File: src/rtl/traffic_lights_pkg.sv
// Shared codes for the traffic-light command path: command and op
// encodings plus widths common to the generator and the light controller.
package traffic_lights_pkg;

    localparam int CMD_W          = 3;
    localparam int DATA_W_DEFAULT = 16;

    typedef enum logic [CMD_W-1:0] {
        CMD_ON           = 3'd0,
        CMD_OFF          = 3'd1,
        CMD_NOTRANSITION = 3'd2,
        CMD_SET_GREEN    = 3'd3,
        CMD_SET_RED      = 3'd4,
        CMD_SET_YELLOW   = 3'd5
    } cmd_e;

    typedef enum logic [1:0] {
        OP_CONFIGURE = 2'd0,
        OP_ON        = 2'd1,
        OP_OFF       = 2'd2,
        OP_STANDBY   = 2'd3
    } op_e;

    // Index of the final command in the sequence an op expands to.
    function automatic logic [2:0] last_idx(input op_e op);
        return (op == OP_CONFIGURE) ? 3'd4 : 3'd0;
    endfunction

endpackage

File: src/rtl/traffic_cmd_gen.sv
// Expands host requests into paced command strobes for the light controller.
// Define TRAFFIC_CMD_GEN_ZERO_CHECK_EN to reject CONFIGURE with a zero period.
module traffic_cmd_gen
    import traffic_lights_pkg::*;
#(
    parameter int GAP_CYCLES = 2,
    parameter int DATA_W     = DATA_W_DEFAULT
) (
    input  logic              clk_i,
    input  logic              arst_i,
    input  logic              req_valid_i,
    output logic              req_ready_o,
    input  logic [1:0]        req_op_i,
    input  logic [DATA_W-1:0] req_green_i,
    input  logic [DATA_W-1:0] req_red_i,
    input  logic [DATA_W-1:0] req_yellow_i,
    output logic              cmd_valid_o,
    output logic [CMD_W-1:0]  cmd_type_o,
    output logic [DATA_W-1:0] cmd_data_o,
    output logic              busy_o,
    output logic              done_o,
    output logic              err_o
);

    localparam int GW = (GAP_CYCLES > 1) ? $clog2(GAP_CYCLES) : 1;
    localparam logic [GW-1:0] GAP_LAST =
        GW'((GAP_CYCLES > 0) ? GAP_CYCLES - 1 : 0);
    localparam logic [DATA_W-1:0] ZERO = '0;

    typedef enum logic [1:0] {
        S_IDLE,
        S_SEND,
        S_GAP
    } state_e;

    state_e              state_q, state_d;
    op_e                 op_q, op_d;
    logic [2:0]          idx_q, idx_d;
    logic [GW-1:0]       gap_q, gap_d;
    logic [DATA_W-1:0]   green_q, green_d;
    logic [DATA_W-1:0]   red_q, red_d;
    logic [DATA_W-1:0]   yellow_q, yellow_d;
    logic                valid_q, valid_d;
    logic [CMD_W-1:0]    type_q, type_d;
    logic [DATA_W-1:0]   data_q, data_d;
    logic                done_q, done_d;
    logic                reject;

    function automatic logic [CMD_W+DATA_W-1:0] cmd_of(
        input op_e               op,
        input logic [2:0]        idx,
        input logic [DATA_W-1:0] g,
        input logic [DATA_W-1:0] r,
        input logic [DATA_W-1:0] y
    );
        cmd_of = '0;
        case (op)
            OP_CONFIGURE: begin
                case (idx)
                    3'd0:    cmd_of = {CMD_NOTRANSITION, ZERO};
                    3'd1:    cmd_of = {CMD_SET_GREEN, g};
                    3'd2:    cmd_of = {CMD_SET_RED, r};
                    3'd3:    cmd_of = {CMD_SET_YELLOW, y};
                    3'd4:    cmd_of = {CMD_ON, ZERO};
                    default: cmd_of = '0;
                endcase
            end
            OP_ON:      cmd_of = {CMD_ON, ZERO};
            OP_OFF:     cmd_of = {CMD_OFF, ZERO};
            OP_STANDBY: cmd_of = {CMD_NOTRANSITION, ZERO};
            default:    cmd_of = '0;
        endcase
    endfunction

`ifdef TRAFFIC_CMD_GEN_ZERO_CHECK_EN
    logic err_q;

    assign reject = (req_op_i == OP_CONFIGURE) &&
                    ((req_green_i == ZERO) ||
                     (req_red_i == ZERO) ||
                     (req_yellow_i == ZERO));

    // Rejected requests are still consumed; only the error strobe results.
    always_ff @(posedge clk_i or posedge arst_i) begin
        if (arst_i) begin
            err_q <= 1'b0;
        end else begin
            err_q <= req_valid_i && (state_q == S_IDLE) && reject;
        end
    end

    assign err_o = err_q;
`else
    assign reject = 1'b0;
    assign err_o  = 1'b0;
`endif

    always_comb begin
        state_d  = state_q;
        op_d     = op_q;
        idx_d    = idx_q;
        gap_d    = gap_q;
        green_d  = green_q;
        red_d    = red_q;
        yellow_d = yellow_q;
        valid_d  = 1'b0;
        type_d   = '0;
        data_d   = '0;
        done_d   = 1'b0;
        unique case (state_q)
            S_IDLE: begin
                if (req_valid_i && !reject) begin
                    op_d     = op_e'(req_op_i);
                    green_d  = req_green_i;
                    red_d    = req_red_i;
                    yellow_d = req_yellow_i;
                    idx_d    = 3'd0;
                    state_d  = S_SEND;
                    valid_d  = 1'b1;
                    {type_d, data_d} = cmd_of(op_d, 3'd0, req_green_i,
                                              req_red_i, req_yellow_i);
                end
            end
            S_SEND: begin
                if (idx_q == last_idx(op_q)) begin
                    state_d = S_IDLE;
                    done_d  = 1'b1;
                end else if (GAP_CYCLES == 0) begin
                    idx_d   = idx_q + 3'd1;
                    valid_d = 1'b1;
                    {type_d, data_d} = cmd_of(op_q, idx_d, green_q,
                                              red_q, yellow_q);
                end else begin
                    state_d = S_GAP;
                    gap_d   = '0;
                end
            end
            S_GAP: begin
                if (gap_q == GAP_LAST) begin
                    state_d = S_SEND;
                    idx_d   = idx_q + 3'd1;
                    valid_d = 1'b1;
                    {type_d, data_d} = cmd_of(op_q, idx_d, green_q,
                                              red_q, yellow_q);
                end else begin
                    gap_d = gap_q + 1'b1;
                end
            end
            default: state_d = S_IDLE;
        endcase
    end

    always_ff @(posedge clk_i or posedge arst_i) begin
        if (arst_i) begin
            state_q  <= S_IDLE;
            op_q     <= OP_CONFIGURE;
            idx_q    <= '0;
            gap_q    <= '0;
            green_q  <= '0;
            red_q    <= '0;
            yellow_q <= '0;
            valid_q  <= 1'b0;
            type_q   <= '0;
            data_q   <= '0;
            done_q   <= 1'b0;
        end else begin
            state_q  <= state_d;
            op_q     <= op_d;
            idx_q    <= idx_d;
            gap_q    <= gap_d;
            green_q  <= green_d;
            red_q    <= red_d;
            yellow_q <= yellow_d;
            valid_q  <= valid_d;
            type_q   <= type_d;
            data_q   <= data_d;
            done_q   <= done_d;
        end
    end

    assign req_ready_o = (state_q == S_IDLE);
    assign busy_o      = ~req_ready_o;
    assign cmd_valid_o = valid_q;
    assign cmd_type_o  = type_q;
    assign cmd_data_o  = data_q;
    assign done_o      = done_q;

endmodule
File: config.mk
export PLATFORM = sky130hd
export DESIGN_NAME = traffic_cmd_gen
export DESIGN_NICKNAME = d
export VERILOG_FILES = /design/src/rtl/traffic_lights_pkg.sv /design/src/rtl/traffic_cmd_gen.sv
export SDC_FILE = /design/constraint.sdc
export NUM_CORES = 1
export LEC_CHECK = 0
export ABC_CLOCK_PERIOD_IN_PS = 4500
export CAP_MARGIN = 0
export CORE_ASPECT_RATIO = 1.1
export CORE_MARGIN = 2
export CORE_UTILIZATION = 55
export CTS_BUF_LIST = sky130_fd_sc_hd__clkbuf_2 sky130_fd_sc_hd__clkbuf_4 sky130_fd_sc_hd__clkbuf_8
export CTS_CLUSTER_DIAMETER = 60
export DETAILED_ROUTE_END_ITERATION = 8
export PLACE_DENSITY = 0.94
export SLEW_MARGIN = 30
export SYNTH_ARGS = -nofsm -noshare
export SYNTH_HDL_FRONTEND = slang
export SYNTH_SLANG_ARGS = --single-unit
File: constraint.sdc
create_clock -name clk_i -period 4.5 [get_ports clk_i]
set_input_delay 1.35 -clock clk_i [delete_from_list [all_inputs] [get_ports clk_i]]
set_output_delay 1.35 -clock clk_i [all_outputs]
set_load 0.03 [all_outputs]
==> results.ini <==
[global_route]
antenna_found_initial=0
grt_max_degree=50
grt_pass1_vias=2243
grt_pass1_wl_um=10900
overflow=0
grt_use_total_pct=22.3

[power]
p_comb_share_pct=34.7
power_w=0.00243
p_int_w=0.00165
seqPwrFrac_pct=46.6
p_per_area_nw_per_um2=591
vdd_drop_max_mv=0.442
leakagePower_nw=1.79
switchingPower_w=0.000780
clkPwrFrac_pct=18.8
sw_frac_of_total_pct=32.1

[floorplan]
pin_count=77
die_w_um=76.1
initial_core_util_pct=57.8
die_area_um2=6330
dieHeight_um=83.3
rows=28
core_um2=5430

[cts]
cts-root-buf=clkbuf_8
post_cts_resized=0
cts_setup_buffers=0
cts_tree=yes
clk_transition_reported_paths_ps=70
cts_made_buffers=9
cts_buffer_depth=2
hold_buffers=0
h-tree-depth=3
clock_latency_ps=340
cts_sinks=77

[timing]
slew_headroom_pct=40.0
drv_slew=0
fin_ws_ps=1230
tightest_slew_ps=900
fin_skew_ps=5.17
hold_viol=0
fmax_mhz=306
rsz0062_at_grt=no
finalSetupViolCount=0
finalCriticalPeriod_ps=3270
fin_hold_ws_ps=511
fin_crit_sh_pct=72.7
finalSetupTns_ps=0

[yosys]
synth_top_family_by_area=multiplexers
synth_mux_area_share_pct=18.2
synth_nets=282
synthAdderAreaFrac_pct=2.39
synth_compound_area_share_pct=8.73
avgSynthCellArea_um2=14.1
syn_inst=223
synth_seq_cells=77
yosysUniqueCellTypes=30
synthXorXnorAreaFrac_pct=0
netlist_area_um2=3140
yosys.area_share.simple_pct=5.66
yosys_warnings=0
yosysSeqAreaShare_pct=61.4

[placement]
place_congestion=0.767
placed_cell_area_um2=3940
place_ws_ps=1530
portBuffers=75
hpwl_um=4410

[setup_path]
arrival_ps=1920
required_ps=3150
cp_cell_sequence=or2_2, inv_1, clkdlybuf4s50_1
r2r_slack_ps=1920
crit_type=flip-flop to primary output
cpLargestDelayFamily=buffers and inverters
cp_num_buf_inv=2
endpoint_kind=primary output
cp_slowest_cell=clkdlybuf4s50_1
crit_fanout=10
critPathLaunchType=flip-flop
rr_endpoint=cmd_data_o[3]$_DFF_PP0_
critical_path.max_stage_delay_ps=670
reg2reg_depth=5
r2r-start=idx_q[0]$_DFFE_PP0P_

[detailed_routing]
drc=0
wl_met1_um=2580
via_per_inst=5.65
wl_met2_um=3430
drtAntennaViolNets=0
drt-wirelength-per-cell_um=17.5
dr_total_vias=2124
dr.first_iter.drc_count=171
route.met3.wl_um=510
top_layer=met4
totalWireLength_um=6580
dr.pass1.iters=5

[min_path]
min_path_type=flip-flop to flip-flop
holdPathEnd=green_q[15]$_DFFE_PP0P_
hold_start=green_q[15]$_DFFE_PP0P_
hold_depth=1

[layout]
finalNetCount=356
fin_area_um2=4110
antenna_cells=0
layout-drive-gt1-share_pct=24.3
syn_to_final_growth_pct=30.8
fillers=340

[job]
maxCapViolCount=0

[run_status]
status=finished, final reports clean

==> sequential cells by signal, summed over array words and instances (netlist names) <==
| name | cells |
|---|---|
| idx_q | 3 |
| cmd_data_o | 16 |
| gap_q | 1 |
| cmd_valid_o | 1 |
| red_q | 16 |
| cmd_type_o | 3 |
| state_q | 2 |
| green_q | 16 |
| op_q | 2 |
| yellow_q | 16 |
| done_o | 1 |
==> worst max-delay path by stage <==
stage,from,end,slack (ps),depth (start not counted)
after floorplan,arst_i,cmd_data_o[0]$_DFF_PP0_,1180,1
after global placement,req_valid_i,red_q[6]$_DFFE_PP0P_,1540,4
after detailed placement,req_valid_i,red_q[8]$_DFFE_PP0P_,1530,4
after CTS,state_q[1]$_DFFE_PP0P_,req_ready_o,1210,3
after global routing,state_q[1]$_DFFE_PP0P_,req_ready_o,1150,3
final,state_q[1]$_DFFE_PP0P_,req_ready_o,1230,3
==> per-stage QoR <==
stage	utilization, %	std cells
after floorplan	-	223
after global placement	72.5	361
after detailed placement	72.5	361
after CTS	75.6	376
after global routing	75.6	376
final	75.6	376
==> power groups by stage <==
stage	Combinational (W)	Sequential, W	Clock, W
3_3_place_gp	0.000806	0.00112	0
3_5_place_dp	0.000843	0.00114	0
4_1_cts	0.000850	0.00113	0.000468
6_report	0.000842	0.00113	0.000456
5_1_grt	0.000916	0.00116	0.000502
2_1_floorplan	0.000596	0.00113	0
==> metal layers <==
layer,track usage [%],vias to the layer above
li1,-,964
met1,26.9,1075
met2,37.3,77
met3,7.72,8
met4,7.93,0
met5,0,-
==> kinds of logic (layout without fill, tap and decap cells) <==
group	count (synthesis)	after routing
flops	77	77
simple gates	34	34
buf+inv	23	101
mux	51	51
compound gates	31	31
other cells	1	1
fa+ha+maj	6	6
==> worst reg2reg max path: cells and delay by family (launching register included) <==
kind,cells,cell delay [ps]
fa+ha+maj,1,750
buf+inv,1,100
flops,1,430
simple gates,3,1210
==> layout make-up <==
cell class / instances / area [um2] / share of cell area [%]
clock buffers: 13 / 160 / 3.90
clock inverters: 2 / 10.0 / 0.244
inverters: 7 / 27.5 / 0.670
multi-input cells: 123 / 1110 / 27.0
flip-flops and latches: 77 / 1930 / 46.9
well taps: 75 / 93.8 / 2.28
repair buffers: 79 / 781 / 19.0
==> synth_stat cells <==
cell type | instances | area share [%]
o31ai_1 | 1 | 0.24
ha_1 | 6 | 2.4
buf_4 | 2 | 0.48
nand3_1 | 1 | 0.16
nor4_1 | 2 | 0.40
buf_2 | 7 | 1.1
dfrtp_1 | 77 | 61
mux2i_1 | 1 | 0.32
a222oi_1 | 16 | 5.1
o2bb2a_1 | 1 | 0.32
nand2_1 | 1 | 0.12
a21oi_1 | 1 | 0.16
mux2_2 | 50 | 18
inv_1 | 7 | 0.84
nand3b_4 | 1 | 0.64
or3_1 | 1 | 0.20
o21ai_0 | 2 | 0.32
nor3b_1 | 2 | 0.48
and2b_1 | 1 | 0.24
conb_1 | 1 | 0.12
o21bai_1 | 3 | 0.72
or4_1 | 1 | 0.24
nand2b_1 | 2 | 0.40
clkbuf_1 | 6 | 0.72
or2_2 | 1 | 0.20
or2_1 | 1 | 0.20
nor2_1 | 20 | 2.4
buf_6 | 1 | 0.36
a31oi_1 | 1 | 0.20
a22o_1 | 6 | 1.7
==> cell usage in the layout (no fill, tap or decap), drive strengths merged, types with 2 or more instances in the layout <==
cell	instances
buf	4
inv	6
nor3b	2
nor4	2
clkbuf	13
a22o	6
nor2	20
o21ai	2
mux2	50
ha	6
nand2b	2
clkdlybuf4s50	75
clkinv	3
o21bai	3
or2	2
a222oi	16
dfrtp	77
Note: power is estimated with default switching activity, not from simulation.
